<file path="config.mk">
export PLATFORM = sky130hd
export DESIGN_NAME = phi2_recover
export DESIGN_NICKNAME = d
export VERILOG_FILES = /design/src/rtl/sid_pkg.sv /design/src/rtl/sync_edge.sv /design/src/rtl/phi2_recover.sv
export SDC_FILE = /design/constraint.sdc
export NUM_CORES = 1
export LEC_CHECK = 0
export CAP_MARGIN = 15
export CELL_PAD_IN_SITES_DETAIL_PLACEMENT = 0
export CELL_PAD_IN_SITES_GLOBAL_PLACEMENT = 1
export CORE_MARGIN = 4
export CORE_UTILIZATION = 44
export DETAILED_ROUTE_END_ITERATION = 8
export PLACE_DENSITY = 0.84
export RECOVER_POWER = 50
export SETUP_SLACK_MARGIN = 0.5
export SLEW_MARGIN = 10
export SYNTH_ARGS = -nofsm -noshare
export SYNTH_HDL_FRONTEND = slang
export SYNTH_SLANG_ARGS = --single-unit
export TNS_END_PERCENT = 100
</file>
<file path="constraint.sdc">
create_clock -name clk -period 4.1 [get_ports clk]
set_clock_uncertainty 0.05 [all_clocks]
set_input_delay 1.23 -clock clk [delete_from_list [all_inputs] [get_ports clk]]
set_output_delay 1.23 -clock clk [all_outputs]
set_load 0.05 [all_outputs]
</file>
<file path="src/rtl/sid_pkg.sv">
// Definitions shared by the SID clocking blocks: PHI2 recovery state
// encoding and the default input-timeout length.
package sid_pkg;

    typedef enum logic [1:0] {
        ST_IDLE,
        ST_SEARCH,
        ST_LOCKED,
        ST_TIMEOUT
    } phi2_state_t;

    localparam int PHI2_TIMEOUT = 200;

endpackage

</file>
<file path="src/rtl/sync_edge.sv">
// Multi-flop synchronizer for an asynchronous pin followed by a
// rising-edge detector; rise is a one-cycle pulse decoded from flops only.
module sync_edge #(
    parameter int SYNC_STAGES = 2
) (
    input  logic clk,
    input  logic n_reset,
    input  logic async_in,
    output logic rise
);

    logic [SYNC_STAGES-1:0] sync_chain;
    logic                   prev;

    always_ff @(posedge clk, negedge n_reset) begin
        if (!n_reset) begin
            sync_chain <= '0;
            prev       <= 1'b0;
        end else begin
            sync_chain <= {sync_chain[SYNC_STAGES-2:0], async_in};
            prev       <= sync_chain[SYNC_STAGES-1];
        end
    end

    assign rise = sync_chain[SYNC_STAGES-1] & ~prev;

endmodule

</file>
<file path="src/rtl/phi2_recover.sv">
// Recovers a clk_en pulse from an external PHI2 square wave, measures its
// period in clk cycles, and reports lock / loss-of-input status.
module phi2_recover
    import sid_pkg::*;
#(
    parameter int SYNC_STAGES = 2,
    parameter int PERIOD_W    = 8,
    parameter int TIMEOUT     = PHI2_TIMEOUT,
    parameter int LOCK_COUNT  = 4,
    parameter int TOLERANCE   = 1
) (
    input  logic                clk,
    input  logic                n_reset,
    input  logic                phi2_in,
    output logic                clk_en_out,
    output logic [PERIOD_W-1:0] period_out,
    output logic                period_valid,
    output logic                locked,
    output logic                timeout
);

    localparam int                  MATCH_W   = $clog2(LOCK_COUNT + 1);
    localparam logic [PERIOD_W-1:0] CNT_MAX   = PERIOD_W'(TIMEOUT);
    localparam logic [MATCH_W-1:0]  MATCH_MAX = MATCH_W'(LOCK_COUNT);

    function automatic logic in_tolerance(input logic [PERIOD_W-1:0] a,
                                          input logic [PERIOD_W-1:0] b);
        logic signed [PERIOD_W:0] diff;
        diff = $signed({1'b0, a}) - $signed({1'b0, b});
        if (diff < 0)
            diff = -diff;
        return diff <= $signed((PERIOD_W + 1)'(TOLERANCE));
    endfunction

    function automatic logic [MATCH_W-1:0] match_inc(input logic [MATCH_W-1:0] m);
        return (m == MATCH_MAX) ? m : m + 1'b1;
    endfunction

    logic                rise;
    logic [PERIOD_W-1:0] cnt;
    phi2_state_t         state_q, state_d;
    logic                ref_valid_q, ref_valid_d;
    logic [MATCH_W-1:0]  match_q, match_d;
    logic [PERIOD_W-1:0] ref_period_q;
    logic                measure;

    sync_edge #(
        .SYNC_STAGES(SYNC_STAGES)
    ) u_sync_edge (
        .clk     (clk),
        .n_reset (n_reset),
        .async_in(phi2_in),
        .rise    (rise)
    );

    assign clk_en_out = rise;

    // Cycles since the last rise; holds at TIMEOUT once the input stops.
    always_ff @(posedge clk, negedge n_reset) begin
        if (!n_reset)
            cnt <= '0;
        else if (rise)
            cnt <= PERIOD_W'(1);
        else if (cnt != CNT_MAX)
            cnt <= cnt + 1'b1;
    end

    always_ff @(posedge clk, negedge n_reset) begin
        if (!n_reset) begin
            state_q      <= ST_IDLE;
            ref_valid_q  <= 1'b0;
            match_q      <= '0;
            ref_period_q <= '0;
            period_out   <= '0;
            period_valid <= 1'b0;
        end else begin
            state_q      <= state_d;
            ref_valid_q  <= ref_valid_d;
            match_q      <= match_d;
            period_valid <= measure;
            if (measure) begin
                period_out   <= cnt;
                ref_period_q <= cnt;
            end
        end
    end

    always_comb begin
        state_d     = state_q;
        ref_valid_d = ref_valid_q;
        match_d     = match_q;
        measure     = 1'b0;
        case (state_q)
            // First edge after reset or dropout only restarts the count.
            ST_IDLE, ST_TIMEOUT: begin
                if (rise) begin
                    state_d     = ST_SEARCH;
                    ref_valid_d = 1'b0;
                end
            end
            ST_SEARCH, ST_LOCKED: begin
                if (rise) begin
                    measure = 1'b1;
                    if (!ref_valid_q) begin
                        ref_valid_d = 1'b1;
                        match_d     = '0;
                    end else if (in_tolerance(cnt, ref_period_q)) begin
                        match_d = match_inc(match_q);
                    end else begin
                        match_d = '0;
                        state_d = ST_SEARCH;
                    end
                    if (state_q == ST_SEARCH && match_d == MATCH_MAX)
                        state_d = ST_LOCKED;
                end
            end
            default: state_d = ST_IDLE;
        endcase
        // An edge in the same cycle as the saturated count still counts.
        if (cnt == CNT_MAX && !rise) begin
            state_d     = ST_TIMEOUT;
            match_d     = '0;
            ref_valid_d = 1'b0;
        end
    end

    assign locked  = (state_q == ST_LOCKED);
    assign timeout = (state_q == ST_TIMEOUT);

endmodule

</file>
# After elaboration in Yosys (flattened, before gate mapping)
# Index checks and enable logic that the tools add are counted.
# word_totals
in_bits	3
ff_bits	26
out_inout_bits	12
word_cells	66
# op_classes
mux	27
n_eq_ne	11
bitwise_logic	2
n_lt_le_gt_ge	2
reduce_logical	12
add_sub_neg	4
# ops
op	count
two-way mux 9 bit	4
two-way mux 3 bit	8
two-way mux 8 bit	2
two-way mux 2 bit	6
<= comparator 9 x 2 -> 1 bit (second input constant)	1
less-than comparator 9 x 1 -> 1 bit (second input constant)	1
negation 9 bit	1
subtractor 8 x 8 -> 9 bit	1
adder 8 x 1 -> 8 bit (second input constant)	1
equality test 8 bit (second input constant)	1
inequality test 4 bit (second input constant)	2
inequality test 8 bit (second input constant)	1
equality test 3 bit (second input constant)	2
inequality test 3 bit (second input constant)	2
nonzero test 2 bit	3
two-way mux 1 bit	5
equality test 2 bit (second input constant)	2
case mux 2 bit (2 select lines)	1
AND reduction 2 bit	2
AND reduction 4 bit	1
OR reduction 2 bit	2
adder 3 x 1 -> 3 bit (second input constant)	1
equality test 2 x 1 -> 1 bit (second input constant)	1
logical AND 1 bit	2
5 further kinds	5

# Logic depth before layout (Yosys ltp)
# Gate-level depths: netlist (run 1).
# depth
depth_word	17
depth_mapped	14
depth_no_buf	14

# Modules after synthesis
# A second synthesis (run 1) with hierarchy kept.
# hier_totals
cells_unflattened	208
hier_area_um2	1838.0
# by_module_without_submodules
mod	n_inst	cells_each	seq_area_each_um2	area_each_um2
phi2_recover	1	204	575.6	1749.2
sync_edge	1	4	75.1	88.8

# Worst setup path before layout (run 1)
# OpenSTA, ideal clock, no wires.
# synth_timing
kind	flip-flop to flip-flop
start	register ref_period_q[0]
end	register state_q[1]
stages_incl_launch_ff	13
setup_slack_ns	0.588
t_arrival_ns	3.348
cell_sequence	dfrtp_1 > ha_1 > inv_1 > fa_1 > a211oi_2 > nor2_1 > xor2_1 > or4_4 > or3_1 > nand3_1 > a31o_4 > nand2_1 > a222oi_1
# synth_between
elab_chain_cells	17
elab_cells_between_ends	21
# synth_rtl
item	line	rtl
from (decl)	phi2_recover.sv:44	logic [PERIOD_W-1:0] ref_period_q;
from (signal assigned)	phi2_recover.sv:83	ref_period_q <= cnt;
subtractor 8 x 8 -> 9 bit *	phi2_recover.sv:29	diff = $signed({1'b0, a}) - $signed({1'b0, b});
negation 9 bit or less-than comparator 9 x 1 -> 1 bit (tied branches)	phi2_recover.sv:31, phi2_recover.sv:30	
two-way mux 9 bit *	phi2_recover.sv:30	if (diff < 0)
two-way mux 9 bit *	phi2_recover.sv:104	if (!ref_valid_q) begin
two-way mux 9 bit *	phi2_recover.sv:102	if (rise) begin
two-way mux 9 bit *	phi2_recover.sv:93	case (state_q)
<= comparator 9 x 2 -> 1 bit *	phi2_recover.sv:32	return diff <= $signed((PERIOD_W + 1)'(TOLERANCE));
two-way mux 3 bit	phi2_recover.sv:107	end else if (in_tolerance(cnt, ref_period_q)) begin
two-way mux 3 bit	phi2_recover.sv:104	
two-way mux 3 bit	phi2_recover.sv:102	
two-way mux 3 bit	phi2_recover.sv:93	
equality test 3 bit	phi2_recover.sv:113	if (state_q == ST_SEARCH && match_d == MATCH_MAX)
logical AND 1 bit	phi2_recover.sv:113	
two-way mux 2 bit	phi2_recover.sv:113	
two-way mux 2 bit	phi2_recover.sv:102	
case mux 2 bit (2 select lines)	phi2_recover.sv:93	
two-way mux 2 bit	phi2_recover.sv:120	if (cnt == CNT_MAX && !rise) begin
to (signal assigned)	phi2_recover.sv:77	state_q <= state_d;
to (decl)	phi2_recover.sv:41	phi2_state_t state_q, state_d;
# Mark *: on every way between the ends. The rest lies on a longest branch, timed or not. The select of a mux whose other input is x is not followed.
# A chain may end at the register's enable or synchronous reset.

# Final worst setup path (run 1)
# layout_timing
start	register cnt[0]
end	register state_q[1]
# layout_between
elab_chain_cells	17
elab_cells_between_ends	25
# layout_rtl
item	line	rtl
from (decl)	phi2_recover.sv:40	logic [PERIOD_W-1:0] cnt;
from (signal assigned)	phi2_recover.sv:65	cnt <= cnt + 1'b1;
subtractor 8 x 8 -> 9 bit	phi2_recover.sv:29	
negation 9 bit or less-than comparator 9 x 1 -> 1 bit (tied branches)	phi2_recover.sv:31, phi2_recover.sv:30	
two-way mux 9 bit	phi2_recover.sv:30	
two-way mux 9 bit	phi2_recover.sv:104	
two-way mux 9 bit	phi2_recover.sv:102	
two-way mux 9 bit	phi2_recover.sv:93	
<= comparator 9 x 2 -> 1 bit	phi2_recover.sv:32	
two-way mux 3 bit	phi2_recover.sv:107	
two-way mux 3 bit	phi2_recover.sv:104	
two-way mux 3 bit	phi2_recover.sv:102	
two-way mux 3 bit	phi2_recover.sv:93	
equality test 3 bit	phi2_recover.sv:113	
logical AND 1 bit	phi2_recover.sv:113	
two-way mux 2 bit	phi2_recover.sv:113	
two-way mux 2 bit	phi2_recover.sv:102	
case mux 2 bit (2 select lines)	phi2_recover.sv:93	
two-way mux 2 bit	phi2_recover.sv:120	
# Several ways; a longest one is shown, not always the timed one. The select of a mux whose other input is x is not followed.

==> results_dict.tcl, run 1 <==
set metrics [dict create \
    finalHoldViolations 0 \
    hold_buffers 0 \
    place_hpwl_mm 2.83 \
    cts_tree "built" \
    die_h_um 72.3 \
    drv_slew 0 \
    arrival_ns 3.47 \
    cts_buffers 3 \
    synth_cells 208 \
    rrSetupSlack_ns 0.74 \
    cp_max_fo 6 \
    wirelength_mm 3.65 \
    synthTopCellsByArea "dfrtp_1 (36%), ha_1 (11%), nand2_1 (4.7%)" \
    crit_required_ns 4.21 \
    fin_total_pwr_uw 1610 \
    ios 15 \
    grt.total_usage_pct 14.7 \
    post_synth.cell_area_avg_um2 8.75 \
    min_from "u_sync_edge.sync_chain[0]" \
    ys_types 50 \
    synth_fp_nets 228 \
    netlist.area_leader.share_pct 35.7 \
    via_count 1508 \
    async_flop_share_pct 100 \
    min_period_over_period_pct 82.0 \
    vdd_drop_max_mv 0.446 \
    synth_edf_count 0 \
    synthFlopType "dfrtp_1" \
    rsz0062_at_grt "false" \
    die_x_um 72.3 \
    yosys.area.top_type "dfrtp_1" \
    outcome "finished clean" \
    fin_crit_ns 3.36 \
    design.die.area_um2 5230 \
    clock_sinks 26 \
    numPortBuffers 14 \
    leakagePower_uw 0.000915 \
    grt_pass1_wl_mm 6.19 \
    antenna_found_initial 0 \
    rows 23 \
    drive_gt1_share_pct 7.08 \
    fillers 379 \
    whs_path_depth 0 \
    grt_pass1_vias 1376 \
    start_util_pct 45.5 \
    routabilityCongestion 0.857 \
    wl_per_cell_um 13.2 \
    area_growth_pct 15.0 \
    drv_cap 0 \
    worstSetupPathType "flop to flop" \
    crit-reg2reg-capture "state_q[1]" \
    multi_input_area_um2 1100 \
    timing.slew.headroom_pct 8.45 \
    htreeDepth 1 \
    end_kind "flop" \
    grt_overflow 0 \
    worstSkewPairLatency_ns 0.26 \
    nets 248 \
    yosysSeqAreaShare_pct 35.7 \
    yosysWarnings 0 \
    r2r-start "cnt[0]" \
    layout_common_cells "dfrtp_1 (26), nand2_1 (23), nor2_1 (19)" \
    critPathLaunchType "flop" \
    drt_iter0_drc 78 \
    synth_area_um2 1820 \
    ys_ff_latch 26 \
    drc 0 \
    hold_path_end "u_sync_edge.sync_chain[1]" \
    setup_tns_ns 0 \
    design.core.area_um2 4000 \
    grt_max_degree 27 \
    ant_nets 0 \
    cpMaxStageDelayCell "or4_4" \
    layout_commonest_cell "dfrtp_1" \
    worstPathCellList "inv_1, ha_1, inv_1, fa_2, a211oi_2, nor2_1, xor2_1, or4_4, a211oi_2, a41o_1, a31o_4, nand2_1, a222oi_1" \
    powerDensity_nw_per_um2 769 \
    setup_viol 0 \
    n_antenna_cell 0 \
    clock_path_buffers 2 \
    fmax_mhz 297 \
    clk_pin_slew_ns 0.08 \
    slowest_delay_ns 0.57 \
    firstDrtPassIters 4 \
    reg2reg_depth 13 \
    worst_pin_slew_ns 1.37 \
    seqCellArea_um2 651 \
    routed_via_density 5.46 \
    hp-class "flop to flop" \
    cts_root_buffer "clkbuf_8" \
]
[metrics by stage]
step / setup slack, ns / cell area [µm²] / util, % / hold slack, ns / cells
final: 0.738 / 2090 / 52.3 / 0.302 / 276
after global routing: 0.510 / 2090 / 52.3 / 0.317 / 276
after CTS: 0.569 / 2070 / 51.7 / 0.304 / 274
after detailed placement: 0.552 / 2030 / 50.6 / 0.285 / 271
after global placement: 0.652 / 2030 / 50.6 / 0.283 / 271
after floorplan: 0.588 / 1820 / - / 0.281 / 208
[synth_stat cells, drive strengths merged, types with 2 or more instances]
library cell,number
xor2,7
nand3,10
a211oi,2
or2,3
a311o,2
o211ai,2
nand2,23
and2,2
a21oi,8
or3,2
nand2b,3
clkbuf,2
o21a,2
o21ai,12
mux2,2
nor2b,2
a21o,3
inv,18
dfrtp,26
nor3,5
xnor2,6
nand4,4
ha,16
nor4,2
or4,2
o22ai,2
a31oi,2
nor2,19
[layer usage]
metal / track usage, % / wire length (µm) / part of all wire [%]
met1: 21.0 / 1810 / 50
met2: 22.6 / 1660 / 45
met3: 3.60 / 149 / 4.1
met4: 2.71 / 29 / 0.79
met5: 0 / 0 / 0
[kinds of logic (layout without fill, tap and decap cells)]
group                      count (synthesis)  after routing  share of synthesized area [%]
AOI/OAI and AO/OA                         46             46                           17.9
xor gates and xnor gates                  13             13                           6.25
adders and majority gates                 17             17                           12.1
buffers and inverters                     22             40                           4.60
DFF                                       26             26                           35.7
muxes                                      3              3                           1.79
and+or+nand+nor                           81             81                           21.6
[area by class of cell]
class	instances	share of cell area (%)
Multi-Input combinational cell	160	52.8
Sequential cell	26	31.1
Timing Repair Buffer	18	7.77
Inverter	19	3.41
Tap cell	50	2.99
Clock buffer	3	1.97
[critical path: cells and delay by family (launching register included)]
kind,cells,cell delay (ns)
AND/OR/NAND/NOR,3,0.72
XOR/XNOR,1,0.19
flip-flops,1,0.42
buffers and inverters,2,0.17
AO/OA/AOI/OAI,5,1.14
adder cells (fa/ha/maj),2,0.56
[state kept, by name (all words and copies together), names as in the netlist]
name and count:
match_q 3, period_valid 1, u_sync_edge.sync_chain 2, ref_period_q 8, state_q 2, u_sync_edge.prev 1, cnt 8, ref_valid_q 1
[worst max path at each step]
stage	start	endpoint
2_1_floorplan	ref_period_q[0]	state_q[1]
3_3_place_gp	cnt[0]	state_q[1]
3_5_place_dp	cnt[0]	state_q[1]
4_1_cts	cnt[0]	state_q[1]
5_1_grt	cnt[0]	state_q[1]
6_report	cnt[0]	state_q[1]
[where the power goes]
group	switching, µW	internal (µW)	leakage [µW]	total (µW)
registers	56.6	303	0.000335	360
clock network	71.3	65.6	0.0000216	137
logic	672	441	0.000559	1110
total	800	810	0.000915	1610
[timing repair]
action | in CTS | in global routing
gates resized for setup | 0 | 4
setup buffers | 0 | 2
setup endpoints to repair | 0 | 3
Power figures use the tool's default switching activity.
==> inputs of run 2 (changes only) <==
==> constraint.sdc (replaced) <==
create_clock -name clk -period 3.1 [get_ports clk]
set_clock_uncertainty 0.05 [all_clocks]
set_input_delay 0.93 -clock clk [delete_from_list [all_inputs] [get_ports clk]]
set_output_delay 0.93 -clock clk [all_outputs]
set_load 0.05 [all_outputs]
==> results_dict.tcl, run 2 (synthesis results as in run 1) <==
set metrics [dict create \
    crit_required_ns 3.22 \
    cts_tree "built" \
    arrival_ns 3.29 \
    area_growth_pct 28.4 \
    grt_pass1_vias 1507 \
    drv_slew 0 \
    cpMaxStageDelayCell "or4_4" \
    place_hpwl_mm 3.12 \
    die_h_um 72.3 \
    wl_per_cell_um 14.5 \
    fmax_mhz 316 \
    start_util_pct 45.5 \
    layout_common_cells "nand2_1 (23), dfrtp_1 (23), buf_4 (21)" \
    worstPathCellList "inv_2, ha_4, inv_2, fa_2, a211oi_2, nor2_2, xor2_2, or4_4, o211ai_1, o21ai_1, a31o_4, buf_4, a41oi_2, a21oi_1" \
    htreeDepth 1 \
    setup_tns_ns -0.0660 \
    powerDensity_nw_per_um2 1140 \
    wirelength_mm 4.30 \
    setup_viol 1 \
    rrSetupSlack_ns -0.07 \
    cts_buffers 3 \
    fillers 367 \
    design.die.area_um2 5230 \
    worst_pin_slew_ns 1.37 \
    drv_cap 0 \
    reg_top3 "cnt x8, ref_period_q x8, match_q x3" \
    ios 15 \
    critPathLaunchType "flop" \
    min_period_over_period_pct 102 \
    grt.total_usage_pct 17.1 \
    rsz0062_at_grt "true" \
    slowest_delay_ns 0.46 \
    timing.slew.headroom_pct 8.41 \
    worstSkewPairLatency_ns 0.28 \
    firstDrtPassIters 4 \
    finalHoldViolations 0 \
    cpMostUsedCell "inv_2" \
    fin_ws_ns -0.0660 \
    cts_root_buffer "clkbuf_8" \
    nets 267 \
    worstSetupPathType "flop to flop" \
    routed_via_density 5.40 \
    die_x_um 72.3 \
    vdd_drop_max_mv 0.650 \
    via_count 1597 \
    end_kind "flop" \
    grt_max_degree 27 \
    post-place-ws_ns -0.0701 \
    leakagePower_uw 0.00104 \
    ant_nets 0 \
    drc 0 \
    grt_pass1_wl_mm 7.08 \
    design.core.area_um2 4000 \
    clock_sinks 26 \
    outcome "finished, violations left" \
    clk_pin_slew_ns 0.10 \
    grt_overflow 0 \
    hp-class "flop to flop" \
    drive_gt1_share_pct 20.7 \
    routabilityCongestion 0.838 \
    fin_crit_ns 3.17 \
    multi_input_area_um2 1180 \
    drt_iter0_drc 60 \
    cp_max_fo 5 \
    violations "negative setup slack" \
    antenna_found_initial 0 \
    clock_path_buffers 2 \
    numPortBuffers 14 \
    rows 23 \
    fin_total_pwr_uw 2670 \
    n_antenna_cell 0 \
    seqCellArea_um2 654 \
]
-- run 2: cell types whose count changed in the layout (fill, tap and decap cells not counted), sizes merged --
cell	change
clkdlybuf4s50	-3
bufinv	+1
dlygate4sd2	+3
buf	+19
-- run 2: layout make-up --
type | instances | share of cell area, %
repair buffers | 37 | 12.9
clock buffers | 3 | 1.77
inverters | 19 | 3.05
multi-input cells | 160 | 50.3
well taps | 50 | 2.68
flip-flops and latches | 26 | 28.0
clock inverters | 1 | 1.28
-- run 2: final timing paths --
kind | startpoint | endpoint | depth (start not counted)
hold / removal | u_sync_edge.sync_chain[0] | u_sync_edge.sync_chain[1] | 0
max in group asynchronous | n_reset | ref_period_q[5] | 2
min in group asynchronous | n_reset | match_q[1] | 2
setup / recovery | cnt[0] | match_q[2] | 14
setup reg to reg | cnt[0] | match_q[2] | 14
hold reg to reg | u_sync_edge.sync_chain[0] | u_sync_edge.sync_chain[1] | 0
-- run 2: per-layer routing --
metal / vias to the layer above / part of all wire [%] / global-route usage (%)
met1: 746 / 47 / 23.6
met2: 33 / 48 / 27.3
met4: 0 / 1.5 / 5.22
met5: - / 0 / 0
li1: 811 / - / -
met3: 7 / 3.3 / 2.77
-- run 2: stage by stage --
stage	std cells	hold WS, ns	instance area [µm²]	util (%)
CTS	292	0.321	2280	57.0
detailed placement	286	0.288	2160	54.1
floorplan	208	0.281	1840	-
global placement	286	0.286	2160	54.1
global route	296	0.323	2340	58.4
finish	296	0.318	2340	58.4
-- run 2: critical path: cells and delay by family, from the launching register on --
kind | cells | cell delay [ns]
adders and majority gates | 2 | 0.49
AOI/OAI and AO/OA | 6 | 1.16
DFF | 1 | 0.40
and+or+nand+nor | 2 | 0.54
xor gates and xnor gates | 1 | 0.16
buffers and inverters | 3 | 0.25
-- run 2: where the power goes --
| group | internal [µW] | switching [µW] |
|---|---|---|
| logic | 812 | 1110 |
| clock network | 173 | 115 |
| registers | 403 | 62.7 |
-- run 2: timing repair --
item	CTS	global route
pin swaps	6	4
buffers inserted	2	4
gates resized for setup	10	7
endpoints found under the setup margin	8	5
hold buffers	0	0
